<file path="config.mk">
export PLATFORM = sky130hd
export DESIGN_NAME = mem_port_arbiter
export DESIGN_NICKNAME = d
export VERILOG_FILES = /design/src/rtl/mem_arb_pkg.sv /design/src/rtl/mem_port_arbiter.sv
export SDC_FILE = /design/constraint.sdc
export NUM_CORES = 1
export LEC_CHECK = 0
export CAP_MARGIN = 40
export CORE_UTILIZATION = 45
export CTS_CLUSTER_SIZE = 10
export DETAILED_ROUTE_END_ITERATION = 16
export GPL_TIMING_DRIVEN = 0
export PLACE_DENSITY = 0.79
export SLEW_MARGIN = 20
export SYNTH_ARGS = -nofsm -noshare
export SYNTH_HDL_FRONTEND = slang
export SYNTH_SLANG_ARGS = --single-unit
</file>
<file path="constraint.sdc">
create_clock -name clk_neg -period 2.1 [get_ports clk_neg]
set_input_delay 0.42 -clock clk_neg [delete_from_list [all_inputs] [get_ports clk_neg]]
set_output_delay 0.42 -clock clk_neg [all_outputs]
set_load 0.05 [all_outputs]
</file>
<file path="src/rtl/mem_arb_pkg.sv">
// Shared definitions for the data-memory port arbiter: default widths,
// the UART starvation limit and the byte-assembly state encoding.
package mem_arb_pkg;

  localparam int ADDR_W_DEF     = 4;
  localparam int DATA_W_DEF     = 16;
  localparam int STARVE_MAX_DEF = 4;

  typedef enum logic [1:0] {
    ST_IDLE = 2'd0,
    ST_LOW  = 2'd1,
    ST_PEND = 2'd2
  } arb_state_e;

endpackage

</file>
<file path="src/rtl/mem_port_arbiter.sv">
// Shares the data-memory write port between the CPU memory stage and a UART
// loader that assembles little-endian words from byte pairs and fills memory.
module mem_port_arbiter
  import mem_arb_pkg::*;
#(
  parameter int ADDR_W     = ADDR_W_DEF,
  parameter int DATA_W     = DATA_W_DEF,
  parameter int STARVE_MAX = STARVE_MAX_DEF
) (
  input  logic              clk_neg,
  input  logic              reset,
  input  logic              cpu_we,
  input  logic [ADDR_W-1:0] cpu_addr,
  input  logic [DATA_W-1:0] cpu_wdata,
  input  logic [7:0]        rx_byte,
  input  logic              rx_valid,
  output logic              mem_we,
  output logic [ADDR_W-1:0] mem_addr,
  output logic [DATA_W-1:0] mem_wdata,
  output logic              cpu_stall,
  output logic              load_done,
  output logic              overflow
);

  localparam int                CNT_W      = $clog2(STARVE_MAX + 1);
  localparam logic [CNT_W-1:0]  STARVE_LIM = CNT_W'(STARVE_MAX);
  localparam logic [ADDR_W-1:0] LAST_ADDR  = '1;

  arb_state_e        state;
  logic [7:0]        low_byte;
  logic [DATA_W-1:0] pending_word;
  logic [ADDR_W-1:0] uart_addr;
  logic [CNT_W-1:0]  starve_cnt;
  logic              in_pend;
  logic              starved;
  logic              uart_grant;

  // The UART wins whenever the CPU is not writing, or once it has waited long
  // enough; in the latter case the CPU is held so its write is replayed later.
  assign in_pend    = (state == ST_PEND);
  assign starved    = (starve_cnt == STARVE_LIM);
  assign uart_grant = in_pend && (!cpu_we || starved);
  assign cpu_stall  = !reset && in_pend && cpu_we && starved;

  always_comb begin
    mem_we    = 1'b0;
    mem_addr  = cpu_addr;
    mem_wdata = cpu_wdata;
    if (!reset) begin
      if (uart_grant) begin
        mem_we    = 1'b1;
        mem_addr  = uart_addr;
        mem_wdata = pending_word;
      end else begin
        mem_we = cpu_we;
      end
    end
  end

  // A byte arriving while a word is still waiting has nowhere to go, so it is
  // dropped and remembered in the sticky overflow flag.
  always_ff @(posedge clk_neg or posedge reset) begin
    if (reset) begin
      state        <= ST_IDLE;
      low_byte     <= '0;
      pending_word <= '0;
      uart_addr    <= '0;
      starve_cnt   <= '0;
      overflow     <= 1'b0;
      load_done    <= 1'b0;
    end else begin
      load_done <= uart_grant && (uart_addr == LAST_ADDR);
      case (state)
        ST_IDLE: begin
          if (rx_valid) begin
            low_byte <= rx_byte;
            state    <= ST_LOW;
          end
        end
        ST_LOW: begin
          if (rx_valid) begin
            pending_word <= DATA_W'({rx_byte, low_byte});
            state        <= ST_PEND;
          end
        end
        ST_PEND: begin
          if (uart_grant) begin
            uart_addr  <= uart_addr + ADDR_W'(1);
            starve_cnt <= '0;
            if (rx_valid) begin
              low_byte <= rx_byte;
              state    <= ST_LOW;
            end else begin
              state <= ST_IDLE;
            end
          end else begin
            if (!starved) begin
              starve_cnt <= starve_cnt + CNT_W'(1);
            end
            if (rx_valid) begin
              overflow <= 1'b1;
            end
          end
        end
        default: state <= ST_IDLE;
      endcase
    end
  end

endmodule

</file>
==> results of run 1 <==
==> power breakdown <==
group | leakage, nW | switching [mW] | internal, mW | total, mW
registers | 0.416 | 0.230 | 1.00 | 1.23
logic | 0.788 | 0.593 | 0.708 | 1.30
clock network | 0.0282 | 0.225 | 0.129 | 0.354
==> through the flow <==
step                util [%]  hold slack (ns)  cell area [um^2]  instances  TNS, ns
global placement        66.2            0.440              2260        222   -18.79
floorplan                  -            0.452              1650        121        0
global route            77.1            0.476              2630        238    -4.75
CTS                     76.6            0.413              2620        235    -3.63
detailed placement      66.2            0.444              2260        222   -19.46
finish                  77.1            0.408              2630        238    -3.54
==> area by class of cell <==
class                      instances  share of cell area, %
buffer                             3                   1.33
clock buffer                       6                   1.57
clock inverter                     2                  0.475
inverter                           3                  0.428
multi-input combinational         80                   33.1
sequential                        35                   33.3
tap                               46                   2.19
timing repair buffer              63                   27.6
==> final timing paths <==
path,startpoint,to,depth (start not counted)
setup / recovery,starve_cnt[1]$_DFFE_PP0P_,mem_wdata[5],7
hold / removal,reset,low_byte[1]$_DFFE_PP0P_,2
setup reg to reg,starve_cnt[0]$_DFFE_PP0P_,low_byte[6]$_DFFE_PP0P_,5
hold reg to reg,overflow$_DFFE_PP0P_,overflow$_DFFE_PP0P_,1
max in group asynchronous,reset,state[0]$_DFFE_PP0P_,2
min in group clk_neg,overflow$_DFFE_PP0P_,overflow$_DFFE_PP0P_,1
==> critical path, stage by stage, from the launching register on <==
cell and delay [ns]:
sky130_fd_sc_hd__dfrtp_1 0.38, sky130_fd_sc_hd__inv_2 0.05, sky130_fd_sc_hd__ha_4 0.16, sky130_fd_sc_hd__a21bo_4 0.23
sky130_fd_sc_hd__nand2_8 0.10, sky130_fd_sc_hd__buf_8 0.14, sky130_fd_sc_hd__mux2_4 0.32, sky130_fd_sc_hd__buf_8 0.15
==> placed cells by master (no fill, tap or decap), drive strengths merged, types with 2 or more instances in the layout <==
cell / netlist / final
clkdlybuf4s50: 0 / 31
buf: 3 / 33
dlygate4sd2: 0 / 2
inv: 3 / 3
mux2: 45 / 45
clkbuf: 0 / 6
xor2: 3 / 3
and4: 2 / 2
nand3b: 2 / 2
a21o: 2 / 2
nand3: 2 / 2
nor2: 6 / 6
dfrtp: 35 / 35
nand2: 4 / 4
ha: 3 / 3
==> metal layers <==
metal / global-route usage [%] / part of all wire (%)
met5: 0 / 0
met1: 27.5 / 40
met2: 45.1 / 54
met4: 7.85 / 1.4
met3: 5.47 / 4.8
==> state kept, by name, indices dropped and copies added (netlist names) <==
name	flops
load_done	1
starve_cnt	3
pending_word	16
overflow	1
uart_addr	4
low_byte	8
state	2
==> repair_timing <==
item / 4_1_cts / 5_1_grt
hold buffers: 0 / 0
setup buffers: 3 / 3
gates cloned: 2 / 0
setup endpoints to repair: 22 / 21
resized for setup: 211 / 2
pin swaps: 2 / 1
==> logic make-up (layout without fill, tap and decap cells) <==
family	Yosys count	count (layout)	synth area share (%)
multiplexers	45	45	30.7
flip-flops	35	35	53.0
AND/OR/NAND/NOR	21	21	7.04
AO/OA/AOI/OAI	7	7	3.33
buffers and inverters	6	77	1.59
XOR/XNOR	4	4	2.12
adder cells (fa/ha/maj)	3	3	2.27
==> results.sh, run 1 <==
export IMPL_skew_ns=0.00977
export IMPL_synth_nets=156
export IMPL_clock_root_buffer="sky130_fd_sc_hd__clkbuf_4"
export IMPL_num_cts_buffers=5
export IMPL_core_mm2=0.00342
export IMPL_netlist_cell_type_count=24
export IMPL_synthesized_instance_count=121
export IMPL_pre_cts_setup_slack_ns=-0.923
export IMPL_drt_wl_total_um=4220
export IMPL_place_congestion=0.860
export IMPL_maxCapViolations=0
export IMPL_grt_util_all_layers_pct=24.4
export IMPL_areaGrowthSynthToFinish_pct=59.3
export IMPL_powerDensity_mw_per_mm2=1100
export IMPL_synth_seq_area_share_pct=53.0
export IMPL_critPathLaunchType="register"
export IMPL_chipHeight_um=62.6
export IMPL_cts_clk_slew_worst_paths_ns=0.11
export IMPL_critPathArrivalTime_ns=1.87
export IMPL_unrepaired_setup_endpoints_after_global_routing="true"
export IMPL_synth_area_mm2=0.00165
export IMPL_synth_ff_type="sky130_fd_sc_hd__dfrtp_1"
export IMPL_fillerInstances=229
export IMPL_critPathCaptureType="output port"
export IMPL_row_count=21
export IMPL_final_max_slew_viol_count=0
export IMPL_slew_limit_headroom_pct=52.2
export IMPL_placement_io_buffers=55
export IMPL_hpwlAfterDp_um=2600
export IMPL_cp_max_fo=5
export IMPL_hold_viol_final=0
export IMPL_failed_checks="negative setup slack"
export IMPL_initial_core_util_pct=48.4
export IMPL_worstSkewPairLatency_ns=0.34
export IMPL_largest_net_degree_at_the_start_of_global_routing=36
export IMPL_synth_commonest_cells="sky130_fd_sc_hd__mux2_2, sky130_fd_sc_hd__dfrtp_1, sky130_fd_sc_hd__nor2_1"
export IMPL_synth_area_leader_cell="sky130_fd_sc_hd__dfrtp_1"
export IMPL_dieArea_mm2=0.00392
export IMPL_cts_tree="built"
export IMPL_floorplan_die_width_um=62.6
export IMPL_rrSetupSlack_ns=0.31
export IMPL_detailroute_via_count=1221
export IMPL_synth_most_common_cell="sky130_fd_sc_hd__mux2_2"
export IMPL_grt_pass1_wl_um=7090
export IMPL_final_setup_worst_slack_ns=-0.190
export IMPL_async_set_or_reset_flop_fraction_in_the_synthesized_netlist_pct=100
export IMPL_globalRoute_totalOverflow=0
export IMPL_synth_top_area_cells="sky130_fd_sc_hd__dfrtp_1, sky130_fd_sc_hd__mux2_2, sky130_fd_sc_hd__ha_1"
export IMPL_syn_area_per_cell_um2=13.7
export IMPL_clkSinkCount=35
export IMPL_number_of_global_route_vias_before_repair=1387
export IMPL_class_of_the_most_critical_setup_path="reg -> out"
export IMPL_drc_errors=0
export IMPL_drtPass1Iterations=4
export IMPL_status="finished with violations"
export IMPL_ys_ff_latch=35
export IMPL_post_route_min_period_ns=2.29
export IMPL_regArea_um2=878
export IMPL_p_leak_nw=1.23
export IMPL_drive_above_1_share_pct=49.5
export IMPL_ctsLongestPathBuffers=2
export IMPL_wire_per_inst_um=17.7
export IMPL_viasPerCell=5.13
export IMPL_yosys_area_top_type_share_pct=53.0
export IMPL_synth_warning_count=0
export IMPL_max_h_tree_level=2
export IMPL_setup_violations_final=20
export IMPL_maxClockFrequency_mhz=437
export IMPL_antenna_left=0
export IMPL_min_period_over_period_pct=109
export IMPL_multi_input_area_um2=872
export IMPL_synth_enable_flop_cells=0
export IMPL_ir_worst_vdd_mv=0.614
export IMPL_drt_initial_drc_count=21
export IMPL_nets=226
export IMPL_worstPathRequired_ns=1.68
export IMPL_grt_antenna_before_repair=0
export IMPL_power_total_mw=2.89
export IMPL_worstHoldPathType="in -> async"
export IMPL_tightestPinTransition_ns=0.717
export IMPL_antenna_cells=0
export IMPL_boundaryPins=56
Power figures use the tool's default switching activity.
==> inputs of run 2 (changes only) <==
SETUP_SLACK_MARGIN = 0.05   (was default)
TNS_END_PERCENT = 10   (was default)
==> results.sh, run 2 (synthesized netlist as in run 1, its figures left out) <==
export IMPL_status="finished with violations"
export IMPL_failed_checks="negative setup slack"
export IMPL_globalRoute_totalOverflow=0
export IMPL_setup_violations_final=20
export IMPL_hold_viol_final=0
export IMPL_postLayoutCoreUtil_pct=77.0
export IMPL_critPathCaptureType="output port"
export IMPL_row_count=21
export IMPL_stdcell_count=237
export IMPL_class_of_the_most_critical_setup_path="reg -> out"
export IMPL_drive_above_1_share_pct=49.2
export IMPL_multi_input_area_um2=872
export IMPL_drt_initial_drc_count=41
export IMPL_antenna_left=0
export IMPL_core_mm2=0.00342
export IMPL_boundaryPins=56
export IMPL_power_total_mw=2.88
export IMPL_place_congestion=0.860
export IMPL_registers_top_by_ff_count="pending_word"
export IMPL_crit_path_cell_trace="inv_2 > ha_4 > a21bo_4 > nand2_8 > buf_8 > mux2_4 > buf_8"
export IMPL_internal_power_mw=1.83
export IMPL_power_switching_mw=1.05
export IMPL_number_of_global_route_vias_before_repair=1387
export IMPL_initial_core_util_pct=48.4
export IMPL_num_cts_buffers=5
export IMPL_slew_limit_headroom_pct=52.0
export IMPL_min_period_over_period_pct=109
export IMPL_antenna_cells=0
export IMPL_largest_reg_flops=16
export IMPL_ir_worst_vdd_mv=0.615
export IMPL_largest_net_degree_at_the_start_of_global_routing=36
export IMPL_areaGrowthSynthToFinish_pct=59.2
export IMPL_powerDensity_mw_per_mm2=1090
export IMPL_worstHoldPathType="in -> async"
export IMPL_worstSkewPairLatency_ns=0.34
export IMPL_r2r_worst_path_cells=5
export IMPL_skew_ns=0.0112
export IMPL_worstPathRequired_ns=1.68
export IMPL_finalSetupTns_ns=-3.57
export IMPL_share_clk_of_total_power_pct=12.3
export IMPL_clock_root_buffer="sky130_fd_sc_hd__clkbuf_4"
export IMPL_cts_hold_repair_buffers=0
export IMPL_tightestPinTransition_ns=0.718
export IMPL_timing_critical_path_slowest_stage_cell="sky130_fd_sc_hd__dfrtp_1"
export IMPL_combinationalPowerShare_pct=44.8
export IMPL_ctsLongestPathBuffers=2
export IMPL_final_max_slew_viol_count=0
export IMPL_drc_errors=0
export IMPL_path_delay_family="flip-flops"
export IMPL_layout_commonest_cell="sky130_fd_sc_hd__dfrtp_1"
export IMPL_cts_tree="built"
export IMPL_grt_antenna_before_repair=0
export IMPL_dieArea_mm2=0.00392
export IMPL_wire_per_inst_um=17.8
export IMPL_viasPerCell=5.18
export IMPL_dp_cells=222
export IMPL_gr_max_usage_layer="met2"
export IMPL_cell_with_the_most_instances_on_the_worst_path="sky130_fd_sc_hd__buf_8"
export IMPL_grt_util_all_layers_pct=24.4
export IMPL_grt_pass1_wl_um=7090
export IMPL_unrepaired_setup_endpoints_after_global_routing="true"
export IMPL_fillerInstances=232
export IMPL_drtPass1Iterations=4
export IMPL_detailroute_via_count=1228
export IMPL_met3_usage_pct=5.47
export IMPL_cts_clk_slew_worst_paths_ns=0.11
export IMPL_chipHeight_um=62.6
export IMPL_final_setup_worst_slack_ns=-0.190
export IMPL_grt_util_met2_pct=45.1
export IMPL_nets=225
export IMPL_hpwlAfterDp_um=2600
export IMPL_critPathLaunchType="register"
export IMPL_cp_slowest_stage_delay_ns=0.38
export IMPL_maxClockFrequency_mhz=437
export IMPL_max_h_tree_level=2
export IMPL_post_route_min_period_ns=2.29
export IMPL_clkSinkCount=35
export IMPL_cp_max_fo=5
export IMPL_drt_wl_total_um=4230
export IMPL_met1_demand_to_capacity_share_in_global_routing_pct=27.5
export IMPL_top_library_cells_by_usage_in_the_layout_fill_and_taps_aside="sky130_fd_sc_hd__dfrtp_1, sky130_fd_sc_hd__clkdlybuf4s50_1, sky130_fd_sc_hd__mux2_2"
export IMPL_pwr_share_seq_pct=43.0
export IMPL_p_leak_nw=1.23
export IMPL_timing_critical_path_buf_inv=3
export IMPL_power_switching_share_pct=36.4
export IMPL_regArea_um2=878
export IMPL_placement_io_buffers=55
export IMPL_largest_registers_ranked_by_flip_flop_count="pending_word x16, low_byte x8, uart_addr x4"
export IMPL_cp_num_cells=7
export IMPL_floorplan_die_width_um=62.6
export IMPL_maxCapViolations=0
export IMPL_critPathArrivalTime_ns=1.87
[run 2: worst register-to-register path, cell delays in order (launching register included)]
cell and delay (ns):
sky130_fd_sc_hd__dfrtp_1 0.39, sky130_fd_sc_hd__inv_1 0.10, sky130_fd_sc_hd__ha_4 0.15, sky130_fd_sc_hd__a21boi_1 0.13
sky130_fd_sc_hd__a21oi_2 0.51, sky130_fd_sc_hd__mux2_2 0.41
[run 2: power groups by stage]
stage | clock, mW | combinational [mW] | sequential, mW
2_1_floorplan | 0 | 0.738 | 1.19
3_3_place_gp | 0 | 1.00 | 1.21
3_5_place_dp | 0 | 1.04 | 1.23
4_1_cts | 0.361 | 1.26 | 1.23
5_1_grt | 0.393 | 1.38 | 1.28
6_report | 0.353 | 1.29 | 1.24
[run 2: cell type report]
| cell class | count | share of cell area [%] |
|---|---|---|
| plain buffers | 3 | 1.33 |
| clock buffers | 6 | 1.57 |
| clock inverters | 2 | 0.476 |
| inverters | 3 | 0.428 |
| multi-input cells | 80 | 33.1 |
| flip-flops and latches | 35 | 33.4 |
| well taps | 46 | 2.19 |
| repair buffers | 62 | 27.5 |
[run 2: final timing paths]
kind,slack (ns),from,end
max,-0.19,starve_cnt[1]$_DFFE_PP0P_,mem_wdata[13]
min,0.41,reset,low_byte[1]$_DFFE_PP0P_
max reg2reg,0.30,starve_cnt[0]$_DFFE_PP0P_,low_byte[6]$_DFFE_PP0P_
min reg2reg,0.46,overflow$_DFFE_PP0P_,overflow$_DFFE_PP0P_
max in group asynchronous,1.18,reset,state[0]$_DFFE_PP0P_
min in group clk_neg,0.46,overflow$_DFFE_PP0P_,overflow$_DFFE_PP0P_
[run 2: per-stage QoR]
step / setup WS, ns / hold WS, ns / instance area (um^2)
2_1_floorplan: 0.118 / 0.452 / 1650
3_3_place_gp: -0.883 / 0.440 / 2260
3_5_place_dp: -0.923 / 0.444 / 2260
4_1_cts: -0.193 / 0.413 / 2620
5_1_grt: -0.247 / 0.476 / 2630
6_report: -0.190 / 0.409 / 2630
[run 2: what timing repair did]
action                                  in CTS  in global routing
pin swaps                                    2                  1
endpoints found under the setup margin      22                 22
endpoints found under the hold margin        0                  0
cloned                                       2                  0
resized for setup                          211                  5
buffers inserted                             3                  2
[run 2: metal layers]
layer / wire length, um / share of wire (%)
met3: 188 / 4.4
met4: 59 / 1.4
met2: 2290 / 54
met5: 0 / 0
met1: 1690 / 40
==> inputs of run 3 (changes only) <==
HOLD_SLACK_MARGIN = 0.15   (was default)
==> results of run 3 <==
Final layout, timing and power as in run 2 (identical DEF).
